**src/rtl/draw_sequencer.sv**
```systemverilog
// draw_sequencer
// Control FSM for the drawing datapath. Accepts one draw command at a time
// (full-screen image, 40x40 sprite at a slot, or full-screen black clear) and
// sequences the coordinate registers, ROM address counters and colour select
// so that exactly one plot pulse is produced per pixel. Independently of any
// draw, it turns round results into single-cycle point-register updates.
//
// Ports
//   clk, reset        : clock, asynchronous active-high reset
//   start, kind       : draw request (kind 0 screen, 1 sprite, 2 black, 3 illegal)
//   memSelIn, xSelIn, ySelIn : ROM / slot selects, latched when a command starts
//   scoreValid, scoreP1, scoreP2, scoreClear : round result / point clear
//   x*/y* strobes, address counter strobes    : datapath control
//   xInitSel, yInitSel, memorySel, black, xySel : held for the whole command
//   playerReset, playerLoad, winner1, winner2 : registered point updates
//   plot, busy, done  : VGA write enable, command in progress, end pulse
//   debugState        : current FSM state
//
// Handshake: start is a request with no ready. It is honoured only while
// busy is low (IDLE); a start while busy is dropped, never queued. done pulses
// for one cycle and a new start is accepted in the very next cycle.
module draw_sequencer #(
  parameter int MEM_LATENCY = 2,
  parameter int SCR_W       = 160,
  parameter int SCR_H       = 120,
  parameter int SPR_W       = 40,
  parameter int SPR_H       = 40
) (
  input  logic       clk,
  input  logic       reset,
  input  logic       start,
  input  logic [1:0] kind,
  input  logic [4:0] memSelIn,
  input  logic [3:0] xSelIn,
  input  logic [1:0] ySelIn,
  input  logic       scoreValid,
  input  logic       scoreP1,
  input  logic       scoreP2,
  input  logic       scoreClear,
  output logic       xInitReset,
  output logic       xInitLoad,
  output logic       yInitReset,
  output logic       yInitLoad,
  output logic       xCountUp,
  output logic       xReset,
  output logic       xLoad,
  output logic       xStart,
  output logic       yCountUp,
  output logic       yReset,
  output logic       yLoad,
  output logic       yStart,
  output logic       xySel,
  output logic       black,
  output logic       playerReset,
  output logic       winner1,
  output logic       winner2,
  output logic       playerLoad,
  output logic       addressScreenCounterReset,
  output logic       screenCountLoad,
  output logic       addressSpriteCounterReset,
  output logic       spriteCountLoad,
  output logic [3:0] xInitSel,
  output logic [1:0] yInitSel,
  output logic [4:0] memorySel,
  output logic       plot,
  output logic       busy,
  output logic       done,
  output logic [2:0] debugState
);

  typedef enum logic [2:0] {
    IDLE  = 3'd0,
    SETUP = 3'd1,
    PRIME = 3'd2,
    WAIT  = 3'd3,
    PLOT  = 3'd4,
    DONE  = 3'd5
  } stateT;

  localparam int MAX_W = (SCR_W > SPR_W) ? SCR_W : SPR_W;
  localparam int MAX_H = (SCR_H > SPR_H) ? SCR_H : SPR_H;
  localparam int COL_W = $clog2(MAX_W + 1);
  localparam int ROW_W = $clog2(MAX_H + 1);
  localparam int LAT_W = $clog2(MEM_LATENCY + 1);

  stateT             state;
  stateT             nextState;
  logic [1:0]        kindQ;
  logic [4:0]        memSelQ;
  logic [3:0]        xSelQ;
  logic [1:0]        ySelQ;
  logic [COL_W-1:0]  col;
  logic [ROW_W-1:0]  row;
  logic [LAT_W-1:0]  waitCnt;

  logic              isSprite;
  logic              isBlack;
  logic              inCmd;
  logic              waitDone;
  logic              addrInc;
  logic [COL_W-1:0]  colLast;
  logic [ROW_W-1:0]  rowLast;

  assign isSprite = (kindQ == 2'd1);
  assign isBlack  = (kindQ == 2'd2);
  assign inCmd    = (state != IDLE);
  assign colLast  = isSprite ? COL_W'(SPR_W - 1) : COL_W'(SCR_W - 1);
  assign rowLast  = isSprite ? ROW_W'(SPR_H - 1) : ROW_W'(SCR_H - 1);
  // waitCnt is cleared on entry to WAIT, so the last wait cycle sees L-1.
  assign waitDone = (waitCnt == LAT_W'(MEM_LATENCY - 1));

  // Held outputs are gated by state so they read 0 in IDLE and drop
  // immediately on an asynchronous reset.
  assign busy       = inCmd;
  assign black      = inCmd & isBlack;
  assign xySel      = inCmd & isSprite;
  assign xInitSel   = inCmd ? xSelQ : 4'd0;
  assign yInitSel   = inCmd ? ySelQ : 2'd0;
  assign memorySel  = inCmd ? memSelQ : 5'd0;
  assign debugState = state;

  // State register plus the command's latched selects and pixel counters.
  always_ff @(posedge clk or posedge reset) begin
    if (reset) begin
      state   <= IDLE;
      kindQ   <= 2'd0;
      memSelQ <= 5'd0;
      xSelQ   <= 4'd0;
      ySelQ   <= 2'd0;
      col     <= '0;
      row     <= '0;
      waitCnt <= '0;
    end else begin
      state <= nextState;
      case (state)
        IDLE: begin
          if (start && kind != 2'd3) begin
            kindQ   <= kind;
            memSelQ <= memSelIn;
            xSelQ   <= xSelIn;
            ySelQ   <= ySelIn;
          end
        end
        SETUP: begin
          col <= '0;
          row <= '0;
        end
        PRIME: waitCnt <= '0;
        WAIT:  waitCnt <= waitCnt + LAT_W'(1);
        PLOT: begin
          waitCnt <= '0;
          if (col < colLast) begin
            col <= col + COL_W'(1);
          end else if (row < rowLast) begin
            col <= '0;
            row <= row + ROW_W'(1);
          end
        end
        default: ;
      endcase
    end
  end

  // Next state and per-state datapath strobes.
  always_comb begin
    nextState                 = state;
    xInitReset                = 1'b0;
    xInitLoad                 = 1'b0;
    yInitReset                = 1'b0;
    yInitLoad                 = 1'b0;
    xCountUp                  = 1'b0;
    xReset                    = 1'b0;
    xLoad                     = 1'b0;
    xStart                    = 1'b0;
    yCountUp                  = 1'b0;
    yReset                    = 1'b0;
    yLoad                     = 1'b0;
    yStart                    = 1'b0;
    addressScreenCounterReset = 1'b0;
    addressSpriteCounterReset = 1'b0;
    addrInc                   = 1'b0;
    plot                      = 1'b0;
    done                      = 1'b0;
    case (state)
      IDLE: begin
        if (start && kind != 2'd3) nextState = SETUP;
      end
      SETUP: begin
        xInitLoad = 1'b1;
        yInitLoad = 1'b1;
        if (isSprite) begin
          addressSpriteCounterReset = 1'b1;
        end else begin
          xInitReset                = 1'b1;
          yInitReset                = 1'b1;
          addressScreenCounterReset = 1'b1;
        end
        nextState = PRIME;
      end
      PRIME: begin
        xLoad     = 1'b1;
        xStart    = 1'b1;
        yLoad     = 1'b1;
        yStart    = 1'b1;
        nextState = WAIT;
      end
      WAIT: begin
        if (waitDone) nextState = PLOT;
      end
      PLOT: begin
        plot = 1'b1;
        if (col < colLast) begin
          xCountUp  = 1'b1;
          addrInc   = 1'b1;
          nextState = WAIT;
        end else if (row < rowLast) begin
          // End of a line: reload x from its init value, step y.
          xLoad     = 1'b1;
          xStart    = 1'b1;
          yCountUp  = 1'b1;
          addrInc   = 1'b1;
          nextState = WAIT;
        end else begin
          nextState = DONE;
        end
      end
      DONE: begin
        done      = 1'b1;
        nextState = IDLE;
      end
      default: nextState = IDLE;
    endcase
  end

  // Screen and black commands walk the screen ROM counter, sprites their own.
  assign screenCountLoad = addrInc & ~isSprite;
  assign spriteCountLoad = addrInc & isSprite;

  // Score path: one-cycle registered pulses, independent of the draw FSM.
  // A clear wins over a simultaneous result; a result with zero or two
  // winners is meaningless and dropped.
  always_ff @(posedge clk or posedge reset) begin
    if (reset) begin
      playerReset <= 1'b0;
      playerLoad  <= 1'b0;
      winner1     <= 1'b0;
      winner2     <= 1'b0;
    end else begin
      playerReset <= scoreClear;
      playerLoad  <= ~scoreClear & scoreValid & (scoreP1 ^ scoreP2);
      winner1     <= ~scoreClear & scoreValid & scoreP1 & ~scoreP2;
      winner2     <= ~scoreClear & scoreValid & scoreP2 & ~scoreP1;
    end
  end

endmodule

```
**config.mk**
```make
export PLATFORM = sky130hd
export DESIGN_NAME = draw_sequencer
export DESIGN_NICKNAME = d
export VERILOG_FILES = /design/src/rtl/draw_sequencer.sv
export SDC_FILE = /design/constraint.sdc
export NUM_CORES = 1
export LEC_CHECK = 0
export ABC_CLOCK_PERIOD_IN_PS = 5500
export BUFFER_PORTS_ARGS = -buffer_cell sky130_fd_sc_hd__buf_4
export CAP_MARGIN = 20
export CORE_MARGIN = 2
export CORE_UTILIZATION = 44
export CTS_CLUSTER_SIZE = 16
export DETAILED_ROUTE_END_ITERATION = 8
export HOLD_SLACK_MARGIN = 0.1
export PLACE_DENSITY = 0.7
export SETUP_SLACK_MARGIN = 0.3
export SLEW_MARGIN = 15
export SYNTH_ARGS = -nofsm -noshare
export SYNTH_HDL_FRONTEND = slang
export SYNTH_SLANG_ARGS = --single-unit
```
**constraint.sdc**
```tcl
create_clock -name clk -period 5.5 [get_ports clk]
set_input_delay 1.1 -clock clk [delete_from_list [all_inputs] [get_ports clk]]
set_output_delay 1.1 -clock clk [all_outputs]
set_load 0.01 [all_outputs]
```
==> Yosys cells after proc, flatten, opt, wreduce, memory -nomap -nowiden <==
Index checks and enable logic that the tools add are counted.
{ "op_classes": {"n_eq_ne": 14, "n_lt_le_gt_ge": 2, "muxes": 33, "n_addsub": 3, "reduce_logical": 10, "n_bitwise": 15} }
{ "op_table": {"columns": ["cell", "count"], "rows": [
  ["8-bit 2-to-1 mux", 3],
  ["7-bit 2-to-1 mux", 3],
  ["8-bit one-hot mux with 2 select lines", 1],
  ["1-bit 2-to-1 mux", 15],
  ["3-bit one-hot mux with 5 select lines", 1],
  ["7-bit one-hot mux with 2 select lines", 1],
  ["3-bit 2-to-1 mux", 4],
  ["1-bit bitwise AND", 10],
  ["2-bit inequality test (second input constant)", 5],
  ["8-bit by 1-bit adder with 8-bit output (second input constant)", 1],
  ["8-bit < comparator", 1],
  ["7-bit by 1-bit adder with 7-bit output (second input constant)", 1],
  ["7-bit < comparator", 1],
  ["3-bit by 2-bit == test with 1-bit output (second input constant)", 2],
  ["3-bit == test (second input constant)", 2],
  ["2-bit AND reduction", 3],
  ["5-bit 2-to-1 mux", 1],
  ["2-bit by 1-bit == test with 1-bit output (second input constant)", 2],
  ["4-bit 2-to-1 mux", 1],
  ["1-bit NOT", 4],
  ["2-bit one-hot mux with 2 select lines", 1],
  ["2-bit nonzero test", 2],
  ["3-bit by 1-bit == test with 1-bit output (second input constant)", 1],
  ["3-bit logical NOT", 1],
  ["10 further kinds", 10]
]} }
{ "word_totals": {"inputBits": 20, "regBits": 37, "word_cells": 89, "out_inout_bits": 39} }

==> Logic depth before layout (Yosys ltp) <==
Gate-level depths: netlist of the first run.
{ "depth": {"depth_word": 7, "mapped_depth": 10, "depth_no_buf": 9} }

==> Worst setup path after synthesis of the first run <==
OpenSTA, ideal clock, no wires.
{ "synth_timing": {"path_type": "register to output", "start": "register kindQ[1]", "end": "output xStart", "setup_slack_ns": 2.516, "required_ns": 4.400, "t_arrival_ns": 1.884, "stages_incl_launch_ff": 9, "n_path_buf": 1, "cell_sequence": "dfrtp_1 -> and2b_4 -> inv_4 -> ha_1 -> nor3_1 -> o221ai_4 -> nand3_4 -> o21ai_0 -> buf_4"} }
{ "synth_via": {"elab_chain_len": 6, "word_cells_on_any_way": 8, "cone_classes": "order compare (2); eq/ne (1); mux (5)"} }
{ "synth_rtl": {"columns": ["element", "line_no", "source"], "rows": [
  ["start, declared", "88", "logic [1:0] kindQ;"],
  ["start signal, assigned", "138", "kindQ <= kind;"],
  ["2-bit by 1-bit == test with 1-bit output (*)", "104", "assign isSprite = (kindQ == 2'd1);"],
  ["7-bit 2-to-1 mux", "108", "assign rowLast = isSprite ? ROW_W'(SPR_H - 1) : ROW_W'(SCR_H - 1);"],
  ["7-bit < comparator", "216", "end else if (row < rowLast) begin"],
  ["1-bit 2-to-1 mux", null, null],
  ["1-bit 2-to-1 mux (*)", null, null],
  ["1-bit one-hot mux with 2 select lines (*)", null, null],
  ["end, declared", "47", "output logic xStart,"]
]} }
Every way passes the cells marked *; elsewhere a longest branch is shown, timed or not.

==> Worst setup path in the final report of the first run <==
{ "layout_timing": {"start": "register kindQ[1]", "end": "output screenCountLoad"} }
{ "layout_via": {"elab_chain_len": 7, "word_cells_on_any_way": 10, "cone_classes": "order compare (2); eq/ne (1); mux (5); bitwise (2)"} }
{ "layout_rtl": {"columns": ["element", "line_no", "source"], "rows": [
  ["2-bit by 1-bit == test with 1-bit output (*)", "104", null],
  ["7-bit 2-to-1 mux", "108", null],
  ["7-bit < comparator", "216", null],
  ["1-bit 2-to-1 mux", "216", null],
  ["1-bit 2-to-1 mux", "212", "if (col < colLast) begin"],
  ["1-bit 2-to-1 mux", "184", "case (state)"],
  ["1-bit bitwise AND (*)", "236", "assign screenCountLoad = addrInc & ~isSprite;"],
  ["end, declared", "59", "output logic screenCountLoad,"]
]} }
Marked as above.

==> flow_summary.ini, run 1 <==
[routing]
drt_iter0_markers = 154
vias = 1548
met3WireLength_um = 358
wl_met2_um = 1794
drc = 0
drt-met1-wl_um = 1793
routed_wl_um = 4024
vias_per_cell = 5.195
drt_pre_antenna_iters = 4
highest_layer = met4
wl_per_cell_um = 13.50
detail-route-antenna-nets = 0

[floorplan]
row_count = 24
die-area_um2 = 5055
die_x_um = 71.10
ios = 59
start_util = 0.4549
coreArea_um2 = 4354
dieHeight_um = 71.10

[cells_and_area]
drive_above_1_share = 0.3821
postLayoutCellArea_um2 = 2529
nNetsFinal = 269
antenna_cells = 0
syn2layout_area_growth_pct = 27.67
final.fill_count = 362

[clocking]
clkTransAtPathRegs_ns = 0.07
clk-insertion-delay-late_ns = 0.29
root_buffer = clkbuf_8
clock-sinks = 37
clockBufferDepth = 2
post-cts-setup-buffers = 0
cts-hold-fix-buffers = 0
cts_tree = done
htreeDepth = 2
cts_resized = 0
cts_buffers = 5

[placement]
dpl.hpwl_um = 2986
placed_area_um2 = 2409
port_buffers = 56
gp_congestion = 0.8997

[run]
maxCapViolations = 0

[global_route]
grt_pass1_vias = 1545
grt_overflow = 0
grt_util_all_layers = 0.1787
antenna_found_initial = 0
grt_pass1_wl_um = 7141
grt_max_degree = 38

[sta]
min_period_ns = 3.597
finalClockSkew_ns = 0.01117
setup_violations = 0
fin_crit_sh = 0.6541
rsz0062_at_grt = no
final_hold_viol_count = 0
fmax_mhz = 278.0
slew_headroom = 0.6413
slew_viol_final = 0
worst_slew_pin_slew_ns = 0.5367
tns_ns = 0

[outcome]
status = complete, no violations

[synthesis]
syn_inst = 190
ys_ff_latch = 37
ys_async_sr_fraction = 1.000
yosysWarnings = 0
synth_flop_cell = dfrtp_1
synth_area_per_cell_um2 = 10.42
ys_types = 48
syn-cell-area_um2 = 1981
ys_seq_area_frac = 0.4675
synth_edf_count = 0

[worst_setup_path]
setup.worst_path.start_class = flop
critPathRequiredTime_ns = 4.40
end_kind = primary output
path_max_fanout = 11
critPathArrivalTime_ns = 2.50
setup.reg_to_reg.worst_slack_ns = 3.04
crit_type = flop to primary output

[power_and_ir_drop]
leakagePower_uw = 0.001300
vdd_drop_max_mv = 0.1716
power.density_nw_per_um2 = 213.7

[min_path]
hp-class = flop to flop
==> path summary, 6_finish.rpt <==
path,cells past startpoint,endpoint,from
max,9,screenCountLoad,kindQ[1]
max in group asynchronous,3,col[6],reset
min,1,waitCnt[0],waitCnt[0]
max reg2reg,9,row[1],kindQ[1]
min in group asynchronous,3,debugState[1],reset
min reg2reg,1,waitCnt[0],waitCnt[0]
==> flip-flops by register name, summed over array words and instances (netlist names) <==
name         count
xSelQ            4
kindQ            2
winner2          1
debugState       3
memSelQ          5
winner1          1
waitCnt          2
playerReset      1
row              7
ySelQ            2
col              8
playerLoad       1
==> cell type report <==
| type | count | area, um^2 | share of cell area |
|---|---|---|---|
| Multi-Input combinational cell | 134 | 940.9 | 0.3721 |
| Tap cell | 52 | 65.06 | 0.02573 |
| Sequential cell | 37 | 925.9 | 0.3662 |
| Timing Repair Buffer | 58 | 435.4 | 0.1722 |
| Clock buffer | 6 | 82.58 | 0.03266 |
| Inverter | 9 | 41.29 | 0.01633 |
| Clock inverter | 2 | 37.54 | 0.01484 |
==> through the flow <==
stage                     instances    util  total power (uW)  hold WS, ns  worst slack (ns)
final                           298  0.5807             540.3       0.5010             1.903
after global routing            298  0.5807             560.6       0.5107             1.682
after detailed placement        290  0.5532             300.0       0.4856             2.207
after global placement          290  0.5532             299.7       0.4743             2.304
after CTS                       298  0.5807             549.2       0.5041             1.864
after floorplan                 191       -             286.3       0.4498             2.516
==> power by group <==
part | leakage, uW | switching (uW) | internal [uW]
sequential | 0.000488 | 0.273 | 273
combinational | 0.000755 | 9.26 | 11.3
clock | 0.0000574 | 99.1 | 147
==> placed cells by master, fill, tap and decap left out, drive strengths merged, types with 5 or more instances in the layout <==
cell type,n
clkbuf,6
nand2,14
nor2,14
o21ai,9
dfrtp,37
buf,58
and3,5
nor2b,11
mux2,15
nand3,6
a21oi,13
nand2b,5
inv,8
==> cell usage after synthesis (all sizes together) (4+ instances only) <==
library cell / n / share of area
dfrtp: 37 / 0.47
nand2b: 5 / 0.016
nand2: 14 / 0.027
inv: 8 / 0.016
nor2b: 11 / 0.035
nor3: 4 / 0.010
a21oi: 13 / 0.042
a31oi: 4 / 0.013
and3: 5 / 0.016
buf: 9 / 0.035
o21a: 4 / 0.016
mux2: 15 / 0.085
o21ai: 9 / 0.025
nor2: 14 / 0.027
ha: 4 / 0.025
nand3: 6 / 0.021
==> cell families (layout without fill, tap and decap cells) <==
family | count (synthesis) | count (layout) | share of synthesized area
flops | 37 | 37 | 0.4675
other cells | 1 | 2 | 0.001893
mux | 17 | 17 | 0.09539
fa+ha+maj | 4 | 4 | 0.02527
buf+inv | 20 | 75 | 0.05938
compound gates | 40 | 40 | 0.1491
simple gates | 71 | 71 | 0.2015
==> routing by layer <==
layer | GRT usage | vias up
met4 | 0.07966 | 0
li1 | - | 765
met3 | 0.07550 | 8
met5 | 0 | -
met1 | 0.2249 | 721
met2 | 0.2690 | 54
==> worst max-delay path, cell delays in order (launching register included) <==
cell     delay (ns)
dfrtp_1        0.39
and2b_4        0.30
inv_4          0.07
ha_1           0.19
o21ai_0        0.35
o211a_1        0.23
o21a_2         0.25
a21oi_1        0.14
nor2_1         0.15
buf_4          0.14
(Power assumes the default switching activity.)
==> run 2: changes to the inputs <==
--- a/config.mk
+++ b/config.mk
@@ -5,7 +5,8 @@
 export SDC_FILE = /design/constraint.sdc
 export NUM_CORES = 1
 export LEC_CHECK = 0
-export ABC_CLOCK_PERIOD_IN_PS = 5500
+export ABC_AREA = 1
+export ABC_CLOCK_PERIOD_IN_PS = 3760
 export BUFFER_PORTS_ARGS = -buffer_cell sky130_fd_sc_hd__buf_4
 export CAP_MARGIN = 20
 export CORE_MARGIN = 2
@@ -13,7 +14,7 @@
 export CTS_CLUSTER_SIZE = 16
 export DETAILED_ROUTE_END_ITERATION = 8
 export HOLD_SLACK_MARGIN = 0.1
-export PLACE_DENSITY = 0.7
+export PLACE_DENSITY = 0.69
 export SETUP_SLACK_MARGIN = 0.3
 export SLEW_MARGIN = 15
 export SYNTH_ARGS = -nofsm -noshare
==> constraint.sdc (replaced) <==
create_clock -name clk -period 3.76 [get_ports clk]
set_input_delay 0.752 -clock clk [delete_from_list [all_inputs] [get_ports clk]]
set_output_delay 0.752 -clock clk [all_outputs]
set_load 0.01 [all_outputs]
==> run 2 against run 1 <==
  * Clock skew about the same
  * Clock power is 15% higher
  * Critical path depth up 2
  * Final cell count increased by 35%
  * Combinational power increased to 12 times the previous value
  * Via count grew 28%
  * Largest cell class unchanged
==> flow_summary.ini, run 2 <==
[synthesis]
ys_seq_area_frac = 0.4160
syn-cell-area_um2 = 2226
synth_most_common_cell = nand2_1
synth_area_per_cell_um2 = 7.893
synth_top_cell_area_share = 0.4160
syn_inst = 282
ys_async_sr_fraction = 1.000
synthTopCellsByArea = dfrtp_1 42%, nand2_1 11%, inv_1 5.6%
synth_top_family_by_area = simple AND/OR/NAND/NOR gates
synth_flop_cell = dfrtp_1
synth_common_cells = 66 x nand2_1, 37 x dfrtp_1, 33 x inv_1
muxShareOfSynthArea = 0
synth_edf_count = 0
yosysWarnings = 0
synth_xor_area_frac = 0.01180
ys_ff_latch = 37
synthAdderAreaFrac = 0.02248
ys_types = 29
yosys.area_share.simple = 0.3620
yosysTopAreaCell = dfrtp_1
synth_compound_area_frac = 0.06802

[power_and_ir_drop]
p_sw_uw = 328.0
power.internal_uw = 675.5
sequentialPowerShare = 0.476
power.density_nw_per_um2 = 367.6
pwr-share-comb = 0.240
vdd_drop_max_mv = 0.2078
leakagePower_uw = 0.001406
p_sw_frac = 0.3269
power.total_uw = 1004
clockPowerShare = 0.283

[sta]
whs_ns = 0.4967
slew_viol_final = 0
min_period_ns = 2.837
tns_ns = 0
finalClockSkew_ns = 0.01098
fmax_mhz = 352.4
fin_crit_sh = 0.7546
setup_violations = 0
rsz0062_at_grt = no
worst_slew_pin_slew_ns = 0.8492
slew_headroom = 0.4332
final_hold_viol_count = 0

[cells_and_area]
antenna_cells = 0
final_common_cell = nand2_1
largest_registers = col: 8 flops, row: 7 flops, memSelQ: 5 flops
nNetsFinal = 359
largest_register_ffs = 8
final_cell_mix = 66 x nand2_1, 57 x buf_4, 37 x dfrtp_1, 33 x inv_1, 32 x nor2_1
drive_above_1_share = 0.2887
syn2layout_area_growth_pct = 22.65
final.fill_count = 482
regMostFlops = col

[global_route]
grt_max_degree = 27
grt_overflow = 0
antenna_found_initial = 0
grt_pass1_wl_um = 8266
grt_util_all_layers = 0.1909
grt_pass1_vias = 1853

[worst_setup_path]
setup.worst_path.start_class = flop
critPathArrivalTime_ns = 2.09
critPathRequiredTime_ns = 3.01
crit_chain = inv_2 > nand2_4 > ha_1 > nor2_1 > o21ai_1 > nand2_2 > nand3_4 > inv_2 > nor2_4 > nor2_1 > buf_4
slowest_delay_ns = 0.42
end_kind = primary output
cp_slowest_cell = dfrtp_1
path_max_fanout = 16
crit_type = flop to primary output

[routing]
wl_per_cell_um = 11.70
detail-route-antenna-nets = 0
drt_pre_antenna_iters = 4
drt_iter0_markers = 89
vias_per_cell = 4.928
drc = 0
routed_wl_um = 4716
vias = 1986

[min_path]
hp-class = flop to flop

[clocking]
cts_tree = done
post-cts-setup-buffers = 0
cts_resized = 0
clockBufferDepth = 2
clock-sinks = 37
root_buffer = clkbuf_8
cts-hold-fix-buffers = 0
htreeDepth = 2
clkTransAtPathRegs_ns = 0.08
clk-insertion-delay-late_ns = 0.30
cts_buffers = 5

[placement]
port_buffers = 56
dpl.hpwl_um = 3691
gp_congestion = 0.8973

[floorplan]
ios = 59
dieHeight_um = 75.13
row_count = 25
start_util = 0.4651
die-area_um2 = 5644
coreArea_um2 = 4786
die_x_um = 75.13

[run]
maxCapViolations = 0

[outcome]
status = complete, no violations
[run 2: cell count changes in the layout (fill, tap and decap cells not counted), sizes merged, moves of 5 or more]
cell    delta
nand2     +58
inv       +33
nor2      +23
nand3     +20
nand4     +16
mux2      -15
o21ai     +13
nor2b     -11
a21oi     -10
and3       -5
nand2b     -5
[run 2: final timing paths]
check	startpoint	end	slack, ns	depth (start not counted)
setup / recovery	kindQ[1]	spriteCountLoad	0.92	11
hold / removal	waitCnt[1]	waitCnt[1]	0.50	2
setup reg to reg	debugState[0]	xSelQ[1]	1.88	7
hold reg to reg	waitCnt[1]	waitCnt[1]	0.50	2
max in group asynchronous	reset	debugState[0]	2.42	3
min in group asynchronous	reset	winner2	0.62	2
[run 2: layout make-up]
cell class,instances,area (um^2),area share
tap,67,83.83,0.03071
clock inverter,3,21.27,0.007791
sequential,37,925.9,0.3391
inverter,41,161.4,0.05912
timing repair buffer,57,427.9,0.1567
clock buffer,5,68.82,0.02521
multi-input combinational,193,1041,0.3813
[run 2: per-layer routing]
| layer | GRT usage | wire length, um | vias to the layer above |
|---|---|---|---|
| met5 | 0 | 0 | - |
| li1 | - | - | 1003 |
| met3 | 0.05221 | 250 | 8 |
| met1 | 0.2453 | 2155 | 926 |
| met4 | 0.06349 | 67 | 0 |
| met2 | 0.3119 | 2242 | 49 |
[run 2: stage by stage]
stage | utilization | std cells | setup slack, ns | instance area, um^2
floorplan | - | 283 | 1.267 | 2230
global route | 0.5705 | 403 | 0.7284 | 2730
detailed placement | 0.5516 | 395 | 1.251 | 2640
finish | 0.5705 | 403 | 0.9226 | 2730
global placement | 0.5516 | 395 | 1.335 | 2640
CTS | 0.5705 | 403 | 0.9126 | 2730
[run 2: worst max-delay path: cells and delay by family, from the launching register on]
kind / cells / cell delay, ns
buffers and inverters: 3 / 0.41
adders and majority gates: 1 / 0.19
DFF: 1 / 0.42
AOI/OAI and AO/OA: 1 / 0.10
and+or+nand+nor: 6 / 0.66
[run 2: power by group through the flow]
| stage | sequential, uW | clock, uW | combinational (uW) |
|---|---|---|---|
| 6_report | 478 | 284 | 241 |
| 4_1_cts | 478 | 294 | 245 |
| 5_1_grt | 484 | 311 | 281 |
| 3_5_place_dp | 486 | 0 | 244 |
| 3_3_place_gp | 485 | 0 | 245 |
| 2_1_floorplan | 479 | 0 | 172 |
[run 2: cells by family (layout without fill, tap and decap cells)]
| kind of cell | count (synthesis) | count (layout) |
|---|---|---|
| DFF | 37 | 37 |
| AOI/OAI and AO/OA | 25 | 25 |
| xor gates and xnor gates | 3 | 3 |
| adders and majority gates | 4 | 4 |
| and+or+nand+nor | 159 | 159 |
| buffers and inverters | 53 | 106 |
| other | 1 | 2 |
==> run 3: changes to the inputs <==
--- a/config.mk
+++ b/config.mk
@@ -5,8 +5,8 @@
 export SDC_FILE = /design/constraint.sdc
 export NUM_CORES = 1
 export LEC_CHECK = 0
-export ABC_AREA = 1
-export ABC_CLOCK_PERIOD_IN_PS = 3760
+export ABC_AREA = 0
+export ABC_CLOCK_PERIOD_IN_PS = 2900
 export BUFFER_PORTS_ARGS = -buffer_cell sky130_fd_sc_hd__buf_4
 export CAP_MARGIN = 20
 export CORE_MARGIN = 2
@@ -14,7 +14,7 @@
 export CTS_CLUSTER_SIZE = 16
 export DETAILED_ROUTE_END_ITERATION = 8
 export HOLD_SLACK_MARGIN = 0.1
-export PLACE_DENSITY = 0.69
+export PLACE_DENSITY = 0.7
 export SETUP_SLACK_MARGIN = 0.3
 export SLEW_MARGIN = 15
 export SYNTH_ARGS = -nofsm -noshare
==> constraint.sdc (replaced) <==
create_clock -name clk -period 2.9 [get_ports clk]
set_input_delay 0.58 -clock clk [delete_from_list [all_inputs] [get_ports clk]]
set_output_delay 0.58 -clock clk [all_outputs]
set_load 0.01 [all_outputs]
==> run 3 against run 2 <==
  * Final cell count shrank 24%
  * Sequential power up 8.4%
  * Critical endpoint is now screenCountLoad
  * Utilization rose by 2.9 points
  * Critical path depth is 2 lower
  * Count of clock-buffer cells in the layout increased by 1
  * First-iteration DRC count increased by 48%
  * Clock power grew 23%
==> flow_summary.ini, run 3 (synthesis gave the netlist of run 1 again) <==
[cells_and_area]
final.fill_count = 356
largest_registers = col: 8 flops, row: 7 flops, memSelQ: 5 flops
regMostFlops = col
final_util = 0.5994
largest_register_ffs = 8
antenna_cells = 0
final_cell_mix = 65 x buf_4, 35 x dfrtp_1, 15 x mux2_2, 14 x nand2_1, 13 x nor2_1
syn2layout_area_growth_pct = 31.77
drive_above_1_share = 0.4331
final_common_cell = buf_4
nNetsFinal = 277
final_cells = 306

[clocking]
clock-sinks = 37
cts_buffers = 5
htreeDepth = 2
clkTransAtPathRegs_ns = 0.07
cts_tree = done
clk-insertion-delay-late_ns = 0.29
cts-hold-fix-buffers = 0
clockBufferDepth = 2
root_buffer = clkbuf_8

[global_route]
grt_pass1_wl_um = 6810
grt_overflow = 0
grt_max_degree = 38
grt_util_all_layers = 0.1710
grt_pass1_vias = 1524
antenna_found_initial = 0

[floorplan]
die_x_um = 71.10
dieHeight_um = 71.10
ios = 59
start_util = 0.4549
die-area_um2 = 5055
coreArea_um2 = 4354
row_count = 24

[sta]
finalClockSkew_ns = 0.004594
worst_slew_pin_slew_ns = 0.5421
rsz0062_at_grt = yes
slew_headroom = 0.6378
slew_viol_final = 0
tns_ns = 0
fin_crit_sh = 0.8856
fmax_mhz = 389.4
final_hold_viol_count = 0
min_period_ns = 2.568
setup_violations = 0

[worst_setup_path]
critPathArrivalTime_ns = 1.99
path_delay_family = simple AND/OR/NAND/NOR gates
critPathRequiredTime_ns = 2.32
setup.worst_path.start_class = flop
path_max_fanout = 8
slowest_delay_ns = 0.38
crit_chain = and2b_4 > inv_4 > ha_4 > nor3_4 > o211a_1 > o21a_2 > a21oi_4 > nor2_2 > buf_4
critPathBufInv = 2
crit_type = flop to primary output
cp_slowest_cell = dfrtp_1
end_kind = primary output

[routing]
detail-route-antenna-nets = 0
drt_iter0_markers = 132
vias_per_cell = 5.343
routed_wl_um = 4229
vias = 1635
drt_pre_antenna_iters = 4
drc = 0
wl_per_cell_um = 13.82

[min_path]
hp-class = input port to asynchronous set/reset pin

[placement]
dpl.hpwl_um = 3009
gp_congestion = 0.9214
dp_cells = 291
port_buffers = 56

[outcome]
status = complete, no violations

[power_and_ir_drop]
leakagePower_uw = 0.001332
power.density_nw_per_um2 = 347.4
vdd_drop_max_mv = 0.2804

[run]
maxCapViolations = 0
## run 3: layout make-up
| cell class | count | area [um^2] | area share |
|---|---|---|---|
| multi-input combinational | 134 | 993.5 | 0.3806 |
| tap | 52 | 65.06 | 0.02493 |
| inverter | 9 | 41.29 | 0.01582 |
| clock inverter | 2 | 10.01 | 0.003835 |
| sequential | 37 | 928.4 | 0.3557 |
| timing repair buffer | 66 | 499.2 | 0.1913 |
| clock buffer | 6 | 72.57 | 0.02780 |
## run 3: where the power goes
group          switching [uW]  total [uW]  internal [uW]
combinational            17.7        39.2           21.4
sequential              0.494         518            518
clock                     183         349            167
total                     201         907            706
## run 3: worst paths after layout
check	endpoint	startpoint	cells after the start	slack, ns
min in group clk	playerReset	scoreClear	1	0.42
worst max register to register	row[5]	kindQ[0]	10	0.63
worst min register to register	waitCnt[1]	waitCnt[1]	2	0.49
max in group asynchronous	debugState[0]	reset	3	2.16
worst min-delay path	xSelQ[3]	reset	3	0.39
worst max-delay path	screenCountLoad	kindQ[1]	9	0.33
## run 3: worst register-to-register path: stages (launching register included)
cell,delay [ns]
dfrtp_1,0.39
and2b_4,0.18
inv_4,0.11
ha_4,0.17
nor3_4,0.05
buf_4,0.16
o221ai_4,0.20
nand3_4,0.13
buf_4,0.17
or4_1,0.47
a21oi_1,0.16
## run 3: through the flow
stage	hold WS (ns)	total power (uW)	setup slack (ns)	cell area, um^2
2_1_floorplan	0.4498	543.0	0.4357	1984
3_3_place_gp	0.4715	568.3	0.3887	2416
3_5_place_dp	0.4787	569.0	0.2894	2416
4_1_cts	0.4058	919.1	0.2786	2571
5_1_grt	0.4084	941.0	0.2168	2610
6_report	0.3928	906.8	0.3319	2610
## run 3: what timing repair did
action,4_1_cts,5_1_grt
setup buffers,4,3
resized for setup,11,5
cloned,0,0
setup endpoints to repair,6,6
pin swaps,3,3
## run 3: metal layers
metal  global-route usage  wire (um)  vias up
li1                     -          -      789
met1               0.2125       1771      765
met2               0.2710       2027       69
met3              0.05698        338       12
met4              0.07757         91        0
met5                    0          0        -
